[src/rtl/add_share_pkg.sv]
// Shared types, widths and the rotating-priority pick used by add_share_sched.
package add_share_pkg;

  localparam int DATA_W  = 32;
  localparam int SLICE_W = 16;
  localparam int MAX_REQ = 8;

  typedef enum logic [1:0] {IDLE, LO, HI, DONE} state_e;

  // Returns {found, index}: first set bit of vld scanning upward from last+1, wrapping at n.
  function automatic logic [3:0] rr_pick(input logic [MAX_REQ-1:0] vld,
                                         input logic [2:0]         last,
                                         input int                 n);
    logic [2:0] idx;
    logic [3:0] pick;
    pick = '0;
    for (int k = 1; k <= MAX_REQ; k++) begin
      idx = 3'((int'(last) + k) % n);
      if (k <= n && !pick[3] && vld[idx]) pick = {1'b1, idx};
    end
    return pick;
  endfunction

endpackage

[src/rtl/add16_slice.sv]
// Combinational 16-bit adder: 4-bit groups with group generate/propagate lookahead.
module add16_slice
  import add_share_pkg::*;
(
  input  logic [SLICE_W-1:0] a,
  input  logic [SLICE_W-1:0] b,
  input  logic               cin,
  output logic [SLICE_W-1:0] sum,
  output logic               cout
);

  localparam int GRP = 4;
  localparam int NG  = SLICE_W / GRP;

  logic [SLICE_W-1:0] g, p, c;
  logic [NG-1:0]      gg, gp;
  logic [NG:0]        gc;

  always_comb begin
    g = a & b;
    p = a ^ b;
    gg = '0;
    gp = '1;
    for (int j = 0; j < NG; j++) begin
      for (int i = 0; i < GRP; i++) begin
        gg[j] = g[j*GRP+i] | (p[j*GRP+i] & gg[j]);
        gp[j] = gp[j] & p[j*GRP+i];
      end
    end
    // Group carries come from the lookahead terms, not from the in-group ripple.
    gc[0] = cin;
    for (int j = 0; j < NG; j++) gc[j+1] = gg[j] | (gp[j] & gc[j]);
    c = '0;
    for (int j = 0; j < NG; j++) begin
      c[j*GRP] = gc[j];
      for (int i = 0; i < GRP-1; i++)
        c[j*GRP+i+1] = g[j*GRP+i] | (p[j*GRP+i] & c[j*GRP+i]);
    end
    sum  = p ^ c;
    cout = gc[NG];
  end

endmodule

[src/rtl/add_share_sched.sv]
// Round-robin scheduler sharing one 16-bit adder slice for 32-bit adds (low half, then high half).
// Optional ADD_SHARE_OVF_EN adds resp_ovf (signed overflow of the 32-bit result).
module add_share_sched
  import add_share_pkg::*;
#(
  parameter int NUM_REQ = 4,
  parameter int ID_W    = (NUM_REQ > 1) ? $clog2(NUM_REQ) : 1
) (
  input  logic                      clk,
  input  logic                      rst_n,
  input  logic [NUM_REQ-1:0]        req_valid,
  output logic [NUM_REQ-1:0]        req_ready,
  input  logic [NUM_REQ*DATA_W-1:0] req_a,
  input  logic [NUM_REQ*DATA_W-1:0] req_b,
  input  logic [NUM_REQ-1:0]        req_cin,
  output logic                      resp_valid,
  input  logic                      resp_ready,
  output logic [ID_W-1:0]           resp_id,
  output logic [DATA_W-1:0]         resp_sum,
  output logic                      resp_cout,
`ifdef ADD_SHARE_OVF_EN
  output logic                      resp_ovf,
`endif
  output logic                      busy
);

  state_e               state_q, state_d;
  logic [ID_W-1:0]      last_q, last_d;
  logic [ID_W-1:0]      id_q, id_d;
  logic [DATA_W-1:0]    a_q, a_d, b_q, b_d;
  logic                 cin_q, cin_d;
  logic [SLICE_W-1:0]   sum_lo_q, sum_lo_d, sum_hi_q, sum_hi_d;
  logic                 c16_q, c16_d;
  logic                 cout_q, cout_d;
  logic                 vld_q, vld_d;
`ifdef ADD_SHARE_OVF_EN
  logic                 ovf_q, ovf_d;
`endif

  logic                 gnt_ok;
  logic [2:0]           gnt_idx;
  logic [ID_W-1:0]      gnt_id;
  logic [SLICE_W-1:0]   slice_a, slice_b, slice_sum;
  logic                 slice_cin, slice_cout;

  always_comb begin
    {gnt_ok, gnt_idx} = rr_pick(MAX_REQ'(req_valid), 3'(last_q), NUM_REQ);
    gnt_id = ID_W'(gnt_idx);
  end

  assign slice_a   = (state_q == LO) ? a_q[SLICE_W-1:0] : a_q[DATA_W-1:SLICE_W];
  assign slice_b   = (state_q == LO) ? b_q[SLICE_W-1:0] : b_q[DATA_W-1:SLICE_W];
  assign slice_cin = (state_q == LO) ? cin_q : c16_q;

  add16_slice u_slice (
    .a    (slice_a),
    .b    (slice_b),
    .cin  (slice_cin),
    .sum  (slice_sum),
    .cout (slice_cout)
  );

  always_comb begin
    state_d  = state_q;
    last_d   = last_q;
    id_d     = id_q;
    a_d      = a_q;
    b_d      = b_q;
    cin_d    = cin_q;
    sum_lo_d = sum_lo_q;
    sum_hi_d = sum_hi_q;
    c16_d    = c16_q;
    cout_d   = cout_q;
    vld_d    = vld_q;
`ifdef ADD_SHARE_OVF_EN
    ovf_d    = ovf_q;
`endif
    req_ready = '0;
    case (state_q)
      IDLE: begin
        // rst_n gate keeps req_ready low while reset is held, not just after it.
        if (gnt_ok && rst_n) begin
          req_ready = NUM_REQ'(1) << gnt_id;
          a_d     = req_a[DATA_W*gnt_id +: DATA_W];
          b_d     = req_b[DATA_W*gnt_id +: DATA_W];
          cin_d   = req_cin[gnt_id];
          id_d    = gnt_id;
          last_d  = gnt_id;
          state_d = LO;
        end
      end
      LO: begin
        sum_lo_d = slice_sum;
        c16_d    = slice_cout;
        state_d  = HI;
      end
      HI: begin
        sum_hi_d = slice_sum;
        cout_d   = slice_cout;
`ifdef ADD_SHARE_OVF_EN
        // Carry into bit 31 recovered from the sum bit; overflow = c31 ^ c32.
        ovf_d    = (a_q[DATA_W-1] ^ b_q[DATA_W-1] ^ slice_sum[SLICE_W-1]) ^ slice_cout;
`endif
        vld_d    = 1'b1;
        state_d  = DONE;
      end
      DONE: begin
        if (resp_ready) begin
          vld_d   = 1'b0;
          state_d = IDLE;
        end
      end
      default: state_d = IDLE;
    endcase
  end

  always_ff @(posedge clk or negedge rst_n) begin
    if (!rst_n) begin
      state_q  <= IDLE;
      last_q   <= ID_W'(NUM_REQ - 1);
      id_q     <= '0;
      a_q      <= '0;
      b_q      <= '0;
      cin_q    <= 1'b0;
      sum_lo_q <= '0;
      sum_hi_q <= '0;
      c16_q    <= 1'b0;
      cout_q   <= 1'b0;
      vld_q    <= 1'b0;
`ifdef ADD_SHARE_OVF_EN
      ovf_q    <= 1'b0;
`endif
    end else begin
      state_q  <= state_d;
      last_q   <= last_d;
      id_q     <= id_d;
      a_q      <= a_d;
      b_q      <= b_d;
      cin_q    <= cin_d;
      sum_lo_q <= sum_lo_d;
      sum_hi_q <= sum_hi_d;
      c16_q    <= c16_d;
      cout_q   <= cout_d;
      vld_q    <= vld_d;
`ifdef ADD_SHARE_OVF_EN
      ovf_q    <= ovf_d;
`endif
    end
  end

  assign resp_valid = vld_q;
  assign resp_id    = id_q;
  assign resp_sum   = {sum_hi_q, sum_lo_q};
  assign resp_cout  = cout_q;
  assign busy       = (state_q != IDLE);
`ifdef ADD_SHARE_OVF_EN
  assign resp_ovf   = ovf_q;
`endif

endmodule

[config.mk]
export PLATFORM = sky130hd
export DESIGN_NAME = add_share_sched
export DESIGN_NICKNAME = d
export VERILOG_FILES = /design/src/rtl/add_share_pkg.sv /design/src/rtl/add16_slice.sv /design/src/rtl/add_share_sched.sv
export SDC_FILE = /design/constraint.sdc
export NUM_CORES = 1
export LEC_CHECK = 0
export BUFFER_PORTS_ARGS = -buffer_cell sky130_fd_sc_hd__buf_2
export CAP_MARGIN = 5
export CORE_ASPECT_RATIO = 1.4
export CORE_MARGIN = 2
export CORE_UTILIZATION = 49
export CTS_CLUSTER_SIZE = 40
export DETAILED_ROUTE_END_ITERATION = 7
export PLACE_DENSITY = 0.82
export SLEW_MARGIN = 20
export SYNTH_ARGS = -nofsm -noshare
export SYNTH_HDL_FRONTEND = slang
export SYNTH_SLANG_ARGS = --single-unit
[constraint.sdc]
create_clock -name clk -period 12 [get_ports clk]
set_input_delay 0.6 -clock clk [delete_from_list [all_inputs] [get_ports clk]]
set_output_delay 0.6 -clock clk [all_outputs]
set_load 0.005 [all_outputs]
== Yosys cells after proc, flatten, opt, wreduce, memory -nomap -nowiden ==
Index checks and enable logic that the tools add are counted.
Word-level totals
  register bits: 106
  bits in latches: 0
  bits in writable memories: 0
  ROM bits: 0
  input port bits: 267
  output and inout bits: 41
  logic and storage cells: 144
  memories: 0
Cells by class
  add/subtract/negate cells: 4
  multipliers: 0
  divide/modulo/power cells: 0
  $lt $le $gt $ge: 5
  equality and inequality tests: 5
  shift-type cells: 3
  mux-type cells: 24
  bitwise gates (word level): 75
  reductions and logical operators: 17
Operators with widths (count)
  $shiftx A128 B8 Y32: 2
  $and A1 B1 Y1: 40
  $mux W16: 2
  $xor A16 B16 Y16: 2
  $or A1 B1 Y1: 28
  $mux W4: 6
  $and A16 B16 Y16: 1
  $lt A3 B4 Y1 const B: 4
  $bmux W1 S3: 4
  $pmux W2 S4: 1
  $reduce_or A2 Y1: 4
  $mux W1: 7
  $reduce_and A2 Y1: 3
  $add A2 B1 Y2 const B: 2
  $add A2 B2 Y2 const B: 2
  $and A1 B1 Y1 const A: 4
  $eq A2 B2 Y1 const B: 2
  $logic_and A1 B1 Y1: 4
  $mux W2: 2
  $ne A2 B2 Y1 const B: 2
  $reduce_bool A2 Y1: 2
  $shl A1 B2 Y4 const A: 1
  $logic_not A1 Y1: 3
  $lt A2 B3 Y1 const B: 1
  4 further kinds: 4

== Longest topological paths before layout ==
Gate-level depths: netlist (run 1).
  depth after elaboration: 21
  depth in mapped cells: 17
  depth with buffers taken out: 15

== By module ==
A second synthesis (run 1) with hierarchy kept.
Second synthesis, totals
  cell total of the unflattened synthesis: 747
  area total of the unflattened synthesis: 7483.4 sq um
Modules (own cells, without submodules)
  add_share_sched: instances 1, cells an instance 682, area each 6810.3 sq um, sequential area each 2655.0 sq um
  add16_slice: instances 1, cells an instance 65, area each 673.1 sq um, sequential area each 0.0 sq um

== Worst setup path before layout (run 1) ==
OpenSTA, ideal clock, no wires.
  kind: register -> register
  start: reg state_q[1]
  end: reg sum_hi_q[15]
  setup time: 0.125 ns
  data arrival time: 4.135 ns
  data required time: 11.875 ns
  path slack: 7.740 ns
  cell stages (with the launch flop): 15
  path buffers: 2
  period minus slack after synthesis: 4.260 ns
  cells stage by stage: dfrtp_1 > inv_1 > ha_1 > clkbuf_1 > clkbuf_1 > mux2_2 > ha_1 > and4_1 > a221o_1 > a31oi_1 > fa_1 > fa_1 > fa_1 > xnor2_1 > mux2_2
On the way
  cells in the longest elaborated chain, start to end: 21
Ends and longest elaborated chain
  from (decl): RTL line add_share_sched.sv:27  | state_e state_q, state_d;
  from (signal assigned): RTL line add_share_sched.sv:134  | state_q <= state_d;
  $eq A2 B1 Y1: RTL line add_share_sched.sv:51, add_share_sched.sv:52, add_share_sched.sv:53
  $mux W16, on equally long branches: RTL line add_share_sched.sv:51, add_share_sched.sv:52
  $xor A16 B16 Y16 / $and A16 B16 Y16 (equally long branches): RTL line add16_slice.sv:21, add16_slice.sv:20
  $and A1 B1 Y1: RTL line add16_slice.sv:26  | gg[j] = g[j*GRP+i] | (p[j*GRP+i] & gg[j]);
  $or A1 B1 Y1: RTL line add16_slice.sv:26
  $and A1 B1 Y1: RTL line add16_slice.sv:26
  $or A1 B1 Y1: RTL line add16_slice.sv:26
  $and A1 B1 Y1: RTL line add16_slice.sv:26
  [... 5 more ...]
  $or A1 B1 Y1: RTL line add16_slice.sv:32  | for (int j = 0; j < NG; j++) gc[j+1] = gg[j] | (gp[j] & gc[j]);
  $and A1 B1 Y1: RTL line add16_slice.sv:37  | c[j*GRP+i+1] = g[j*GRP+i] | (p[j*GRP+i] & c[j*GRP+i]);
  $or A1 B1 Y1: RTL line add16_slice.sv:37
  $and A1 B1 Y1: RTL line add16_slice.sv:37
  $or A1 B1 Y1: RTL line add16_slice.sv:37
  $and A1 B1 Y1: RTL line add16_slice.sv:37
  $or A1 B1 Y1: RTL line add16_slice.sv:37
  $xor A16 B16 Y16: RTL line add16_slice.sv:39  | sum = p ^ c;
  to (signal assigned): RTL line add_share_sched.sv:141  | sum_hi_q <= sum_hi_d;
  to (decl): RTL line add_share_sched.sv:32  | logic [SLICE_W-1:0] sum_lo_q, sum_lo_d, sum_hi_q, sum_hi_d;
Several ways; a longest one is shown, not always the timed one.
A chain may end at the register's enable or synchronous reset.

== Worst setup path after layout (run 1) ==
  start: reg state_q[1]
  end: reg sum_hi_q[11]
On the way
  cells in the longest elaborated chain, start to end: 19
Ends and longest elaborated chain (RTL line)
  $eq A2 B1 Y1: add_share_sched.sv:51, add_share_sched.sv:52, add_share_sched.sv:53
  $mux W16, on equally long branches: add_share_sched.sv:51, add_share_sched.sv:52
  $xor A16 B16 Y16 / $and A16 B16 Y16 (equally long branches): add16_slice.sv:21, add16_slice.sv:20
  $and A1 B1 Y1: add16_slice.sv:26
  $or A1 B1 Y1: add16_slice.sv:26
  $and A1 B1 Y1: add16_slice.sv:26
  $or A1 B1 Y1: add16_slice.sv:26
  $and A1 B1 Y1: add16_slice.sv:26
  [... 3 more ...]
  $or A1 B1 Y1: add16_slice.sv:32
  $and A1 B1 Y1: add16_slice.sv:37
  $or A1 B1 Y1: add16_slice.sv:37
  $and A1 B1 Y1: add16_slice.sv:37
  $or A1 B1 Y1: add16_slice.sv:37
  $and A1 B1 Y1: add16_slice.sv:37
  $or A1 B1 Y1: add16_slice.sv:37
  $xor A16 B16 Y16: add16_slice.sv:39
Several ways; a longest one is shown, not always the timed one.

==> results of run 1 <==
-- state kept, by name, summed over array words and instances, names as in the netlist, 2 cells and up --
signal and count:
a_q 32, b_q 32, sum_hi_q 16, sum_lo_q 16
last_q 2, resp_id 2, state_q 2
-- area by class of cell --
class / count / area share
multi-input combinational: 535 / 0.465
sequential: 106 / 0.289
timing repair buffer: 317 / 0.178
tap: 189 / 0.0257
clock buffer: 9 / 0.0245
inverter: 26 / 0.0106
clock inverter: 7 / 0.00789
-- cell families (layout without fill, tap and decap cells) --
| group | after synthesis | count (layout) | synth area share |
|---|---|---|---|
| AND/OR/NAND/NOR | 210 | 210 | 0.161 |
| AO/OA/AOI/OAI | 196 | 196 | 0.210 |
| flip-flops | 106 | 106 | 0.363 |
| multiplexers | 93 | 93 | 0.136 |
| buffers and inverters | 92 | 359 | 0.0585 |
| adder cells (fa/ha/maj) | 32 | 32 | 0.0670 |
| XOR/XNOR | 4 | 4 | 0.00479 |
-- final timing paths --
check,from,to,slack [ns],depth (start not counted)
worst min-delay path,rst_n,b_q[0],0.28,1
worst max register to register,state_q[1],sum_hi_q[11],7.39,16
worst max-delay path,state_q[1],sum_hi_q[11],7.39,16
min in group clk,resp_ready,resp_valid,0.46,2
worst min register to register,a_q[15],a_q[15],0.48,2
max in group asynchronous,rst_n,a_q[12],10.55,2
-- placed cells by master, fill, tap and decap left out, types with 20 or more instances in the layout --
cell type	n
a211oi_1	110
a211oi_2	20
buf_2	306
dfrtp_1	104
inv_1	26
mux2_2	49
mux2i_1	44
nand2_1	47
nor2_1	41
nor2b_1	75
nor4b_1	28
o31ai_1	37
-- worst max-delay path, stage by stage (launching register included) --
cell	delay, ns
dfrtp_1	0.41
inv_1	0.10
ha_2	0.16
buf_4	0.54
mux2_2	0.43
ha_1	0.33
a21oi_1	0.16
nand2_1	0.07
a221o_1	0.42
a21oi_1	0.16
o21ai_0	0.14
fa_1	0.48
fa_1	0.43
inv_1	0.09
fa_1	0.18
xnor2_1	0.08
mux2_2	0.27
-- per-stage QoR --
step | total power [mW] | util | hold WS (ns)
floorplan | 1.75 | - | 0.304
global placement | 2.13 | 0.611 | 0.457
detailed placement | 2.19 | 0.611 | 0.467
CTS | 2.49 | 0.632 | 0.312
global route | 2.70 | 0.634 | 0.340
finish | 2.48 | 0.634 | 0.284
-- layer usage --
metal  track usage  vias to the layer above
met1         0.333                     3159
met5             0                        -
met2         0.505                      244
li1              -                     3226
met4         0.104                        0
met3        0.0337                       38
-- power groups by stage --
stage / clock (mW) / combinational, mW / sequential (mW)
final: 0.296 / 1.50 / 0.689
after global routing: 0.313 / 1.68 / 0.707
after CTS: 0.299 / 1.50 / 0.689
after detailed placement: 0 / 1.50 / 0.694
after global placement: 0 / 1.43 / 0.698
after floorplan: 0 / 1.12 / 0.628
==> metrics.md, run 1 <==
| Metric | Value |
|---|---|
| Post-synth EDFFs | 0 |
| Clock power frac | 0.119 |
| Met3 wirelength from detailed routing | 1060 um |
| Number of clock sinks | 106 |
| Initial DRC Count | 369 |
| Area grow syn2layout | 25.7% |
| Most common cell in the netlist | a211oi_1 |
| Fin nets | 1,294 |
| Reg area | 0.00266 mm2 |
| Tot GR Track Use | 0.278 |
| DR vias/cell | 5.61 |
| Row cnt | 52 |
| Synthesized area per cell | 9.98 um2 |
| Worst path required time | 12.24 ns |
| Gate power share | 0.603 |
| Crit path DAT | 4.85 ns |
| Synth warnings | 0 |
| Initial core utilization | 0.504 |
| Setup Buffers After CTS | 0 |
| Post-route cell area | 0.00920 mm2 |
| Max Slew Vio Count | 0 |
| Final WL | 22,100 um |
| Top sig layer | met4 |
| Worst Path Max Fanout | 52 |
| Pwr per Cell Area | 270 mW/mm2 |
| Initial antenna violation count | 0 |
| CTS HTree Levels | 3 |
| WL met1 | 8630 um |
| MaxCap Viol Count | 0 |
| Asr flop ratio synth | 1.00 |
| TritonCTS clock tree | yes |
| Leak | 4.24 nW |
| Largest net degree at the start of global routing | 109 |
| Placed Instances | 1,172 |
| Setup Total Neg Slack | 0 ns |
| Post-route minimum period | 4.61 ns |
| Hold Buf Count CTS | 0 |
| Internal | 1.38 mW |
| Netlist cell types | 41 |
| Crit Path Class | flip-flop to flip-flop |
| Worst vdd ir | 143 uV |
| Top post-synthesis cells by area | dfrtp_1 36%, a211oi_1 11%, mux2_2 7.5%, nor2b_1 6.4%, mux2i_1 6.0% |
| Worst Tran Pin Value | 1.02 ns |
| Final worst slack | 7.39 ns |
| Sequential share of the synthesized area | 0.363 |
| Cell Area, Synth | 0.00732 mm2 |
| HP Class | input port to async pin |
| CTS max path bufs | 2 |
| Switching power | 1.10 mW |
| Sw Share | 0.445 |
| Die footprint | 0.0159 mm2 |
| Seq pwr share | 0.277 |
| Pre-CTS setup slack | 7.42 ns |
| Status | finished clean |
| Area leader, netlist | dfrtp_1 |
| Die span in y | 149 um |
| Filler instances | 1,253 |
| First-pass GRT wire length | 34,100 um |
| CTS clk-pin slew, worst paths | 0.08 ns |
| Unrepaired setup endpoints after global routing | false |
| Post-Route Skew | 0.00909 ns |
| Crit path launch type | flip-flop |
| CTS Buf Count | 9 |
| Share of cells above drive strength 1 | 0.416 |
| Syn Nets | 1,032 |
| Endpoints failing setup | 0 |
| I/O pin cnt | 308 |
| Crit. End Element | flip-flop |
| Final Non-Filler Cells | 1,189 |
| Slew margin rel. | 0.319 |
| ANT nets after route | 0 |
| Overall die width | 107 um |
| Routed length on met2 | 11,700 um |
| FMAX | 217 MHz |
| Area after DPL | 0.00887 mm2 |
| Root Buffer Master | clkbuf_16 |
| Synth top area share | 0.356 |
| Syn Inst Count | 733 |
| Post-CTS Resized | 0 |
| Final RePlAce weighted congestion | 0.845 |
| Via count | 6,667 |
| Core footprint | 0.0145 mm2 |
| Synth top cells by count | 110 x a211oi_1, 104 x dfrtp_1, 75 x nor2b_1, 49 x mux2_2, 47 x nand2_1 |
| Period Utilization, post-route | 0.384 |
| Final hold vios | 0 |
| Post-DP HPWL | 17,300 um |
| Area of the multi-input gates | 0.00427 mm2 |
| Antenna Cells | 0 |
| Port buffer count | 307 |
| Total gr overflow | 0 |
| Vias in the first global route | 6,480 |
| Ys flop type | dfrtp_1 |
| Drt pass-1 iters | 5 |
| Clock Latency Late Sink | 0.35 ns |
| Register bit total from synthesis | 106 |
| Drt drc | 0 |
| Routed WL per cell | 18.6 um |
No activity file was read; power rests on OpenSTA's default activity.
==> run 2: changes to the inputs <==
--- a/config.mk
+++ b/config.mk
@@ -9,10 +9,10 @@
 export CAP_MARGIN = 5
 export CORE_ASPECT_RATIO = 1.4
 export CORE_MARGIN = 2
-export CORE_UTILIZATION = 49
+export CORE_UTILIZATION = 44
 export CTS_CLUSTER_SIZE = 40
 export DETAILED_ROUTE_END_ITERATION = 7
-export PLACE_DENSITY = 0.82
+export PLACE_DENSITY = 0.77
 export SLEW_MARGIN = 20
 export SYNTH_ARGS = -nofsm -noshare
 export SYNTH_HDL_FRONTEND = slang
==> constraint.sdc (replaced) <==
create_clock -name clk -period 3.7 [get_ports clk]
set_input_delay 0.185 -clock clk [delete_from_list [all_inputs] [get_ports clk]]
set_output_delay 0.185 -clock clk [all_outputs]
set_load 0.005 [all_outputs]
==> metrics.md, run 2 (synthesis results as in run 1) <==
| Metric | Value |
|---|---|
| Status | complete, but fails checks |
| Failing checks | DRC, setup timing |
| MaxCap Viol Count | 0 (unchanged) |
| Worst Tran Pin Value | 1.00 ns (-0.0192 ns) |
| HP Class | input port to flip-flop |
| Reg-to-Reg End | sum_hi_q[15] |
| Reg2reg start | state_q[1] |
| Die span in y | 157 um (+5.4%) |
| First-pass GRT wire length | 34,600 um (+1.4%) |
| Worst-case register-to-register setup slack | -0.07 ns (-7.46 ns) |
| DR vias/cell | 5.45 (-2.9%) |
| Biggest regs | a_q x32, b_q x32 |
| Initial core utilization | 0.451 (-0.0538) |
| Fin nets | 1,327 (+2.6%) |
| Pwr per Cell Area | 949 mW/mm2 (+250%) |
| Worst vdd ir | 452 uV (+220%) |
| Crit Path Class | flip-flop to flip-flop |
| I/O pin cnt | 308 (unchanged) |
| Period Utilization, post-route | 1.02 (+0.635) |
| Overall die width | 113 um (+5.3%) |
| Most common cell after layout, fill and taps aside | buf_2 |
| Gate power share | 0.656 (+0.053) |
| Post-Route Skew | 0.0111 ns (+0.00198 ns) |
| Sw Share | 0.427 (-0.0180) |
| Total gr overflow | 0 (unchanged) |
| Root Buffer Master | clkbuf_16 |
| CTS clk-pin slew, worst paths | 0.07 ns (about the same) |
| Max Slew Vio Count | 0 (unchanged) |
| Tot GR Track Use | 0.251 (-0.0274) |
| Setup Total Neg Slack | -0.248 ns (-0.248 ns) |
| Leak | 4.50 nW (+6.1%) |
| Met3 wirelength from detailed routing | 1140 um (+6.9%) |
| CTS max path bufs | 2 (unchanged) |
| CTS HTree Levels | 3 (unchanged) |
| Initial antenna violation count | 0 (unchanged) |
| Via count | 6,704 (+0.55%) |
| Routed length on met2 | 12,500 um (+6.7%) |
| Hold path startpoint | resp_ready |
| Largest net degree at the start of global routing | 151 (+39%) |
| Seq pwr share | 0.241 (-0.036) |
| Post-route cell area | 0.00982 mm2 (+6.7%) |
| Post-DP HPWL | 18,300 um (+6.0%) |
| Crit path DAT | 4.01 ns (-0.84 ns) |
| Clock power frac | 0.103 (-0.016) |
| TritonCTS clock tree | yes |
| Post-route minimum period | 3.77 ns (-0.841 ns) |
| Die footprint | 0.0177 mm2 (+11%) |
| Final WL | 23,200 um (+4.9%) |
| Hold Path Stages | 2 |
| Area after DPL | 0.00918 mm2 (+3.6%) |
| Vias in the first global route | 6,635 (+2.4%) |
| FMAX | 265 MHz (+22%) |
| Routed WL per cell | 18.9 um (+1.3%) |
| Final hold vios | 0 (unchanged) |
| Drt pass-1 iters | 7 (+2) |
| Drt drc | 12 (+12) |
| Core footprint | 0.0162 mm2 (+12%) |
| Switching power | 3.98 mW (+260%) |
| Final worst slack | -0.0701 ns (-7.46 ns) |
| Share of cells above drive strength 1 | 0.465 (+0.0491) |
| Internal | 5.34 mW (+290%) |
| Worst hold endpoint | resp_valid |
| Commonest non-fill, non-tap cells in the layout | 306 x buf_2, 110 x a211oi_1, 104 x dfrtp_1, 75 x nor2b_1, 47 x nand2_1 |
| Unrepaired setup endpoints after global routing | true |
| WL met1 | 8760 um (+1.6%) |
| Initial DRC Count | 370 (+0.27%) |
| CTS Buf Count | 9 (unchanged) |
| Number of clock sinks | 106 (unchanged) |
| Crit path launch type | flip-flop |
| Antenna Cells | 0 (unchanged) |
| Pre-CTS setup slack | -0.152 ns (-7.58 ns) |
| Endpoints failing setup | 6 (+6) |
| ANT nets after route | 0 (unchanged) |
| R2R cell count | 13 (-3) |
| Crit. End Element | flip-flop |
| Worst Path Max Fanout | 8 (-85%) |
| Slew margin rel. | 0.332 (+0.0128) |
| Port buffer count | 307 (unchanged) |
| Row cnt | 55 (+5.8%) |
| Top sig layer | met4 |
| Clock Latency Late Sink | 0.35 ns (about the same) |
| Worst path required time | 3.94 ns (-8.30 ns) |
| Final RePlAce weighted congestion | 0.934 (+11%) |
| Area grow syn2layout | 34.1% |
[run 2: area by class of cell]
class                           count  area (um2)
Fill cell                        1394        6420
Multi-Input combinational cell    535        4580
Sequential cell                   106        2660
Timing Repair Buffer              350        1940
Tap cell                          199         249
Clock buffer                       11         243
Inverter                           26        97.6
Clock inverter                      4        52.6
[run 2: how the worst max path moves through the flow]
stage,start,end,slack [ns],cells past startpoint
global route,state_q[1],sum_hi_q[15],-0.15,14
detailed placement,state_q[1],sum_lo_q[11],-0.15,15
floorplan,state_q[1],sum_hi_q[11],0.002,16
global placement,state_q[1],sum_hi_q[11],-0.06,15
CTS,state_q[1],sum_lo_q[11],-0.009,16
finish,state_q[1],sum_hi_q[15],-0.07,13
[run 2: power by group through the flow]
stage | logic (mW) | registers (mW) | clock network [mW]
global placement | 5.26 | 2.25 | 0
detailed placement | 5.45 | 2.25 | 0
floorplan | 3.94 | 2.04 | 0
global route | 6.71 | 2.31 | 1.02
finish | 6.12 | 2.24 | 0.957
CTS | 5.63 | 2.24 | 0.967
[run 2: repair_timing]
item,4_1_cts,5_1_grt
hold buffers,1,0
setup endpoints to repair,12,12
hold endpoints to repair,17,0
setup buffers,4,3
cloned,0,2
resized for setup,9,30
pin swaps,7,18
[run 2: critical path: stages (launching register included)]
cell       delay (ns)
dfrtp_1          0.40
inv_2            0.08
ha_4             0.24
clkbuf_16        0.17
mux2_2           0.36
ha_1             0.29
nand4_1          0.17
nor2_2           0.20
a31oi_4          0.13
fa_2             0.42
fa_2             0.40
fa_2             0.38
xnor2_2          0.15
mux2_4           0.26
[run 2: metal layers]
layer / global-route usage / vias up
met3: 0.0325 / 50
met5: 0 / -
met4: 0.100 / 0
met1: 0.290 / 3132
met2: 0.466 / 249
li1: - / 3273
[run 2: metrics by stage]
stage,hold slack (ns),util,cells,total power [mW]
global route,0.0545,0.604,1231,10.0
finish,0.0457,0.604,1231,9.32
detailed placement,0.0896,0.565,1206,7.71
CTS,0.0370,0.589,1226,8.83
global placement,0.0941,0.565,1206,7.51
floorplan,-0.111,-,733,5.98
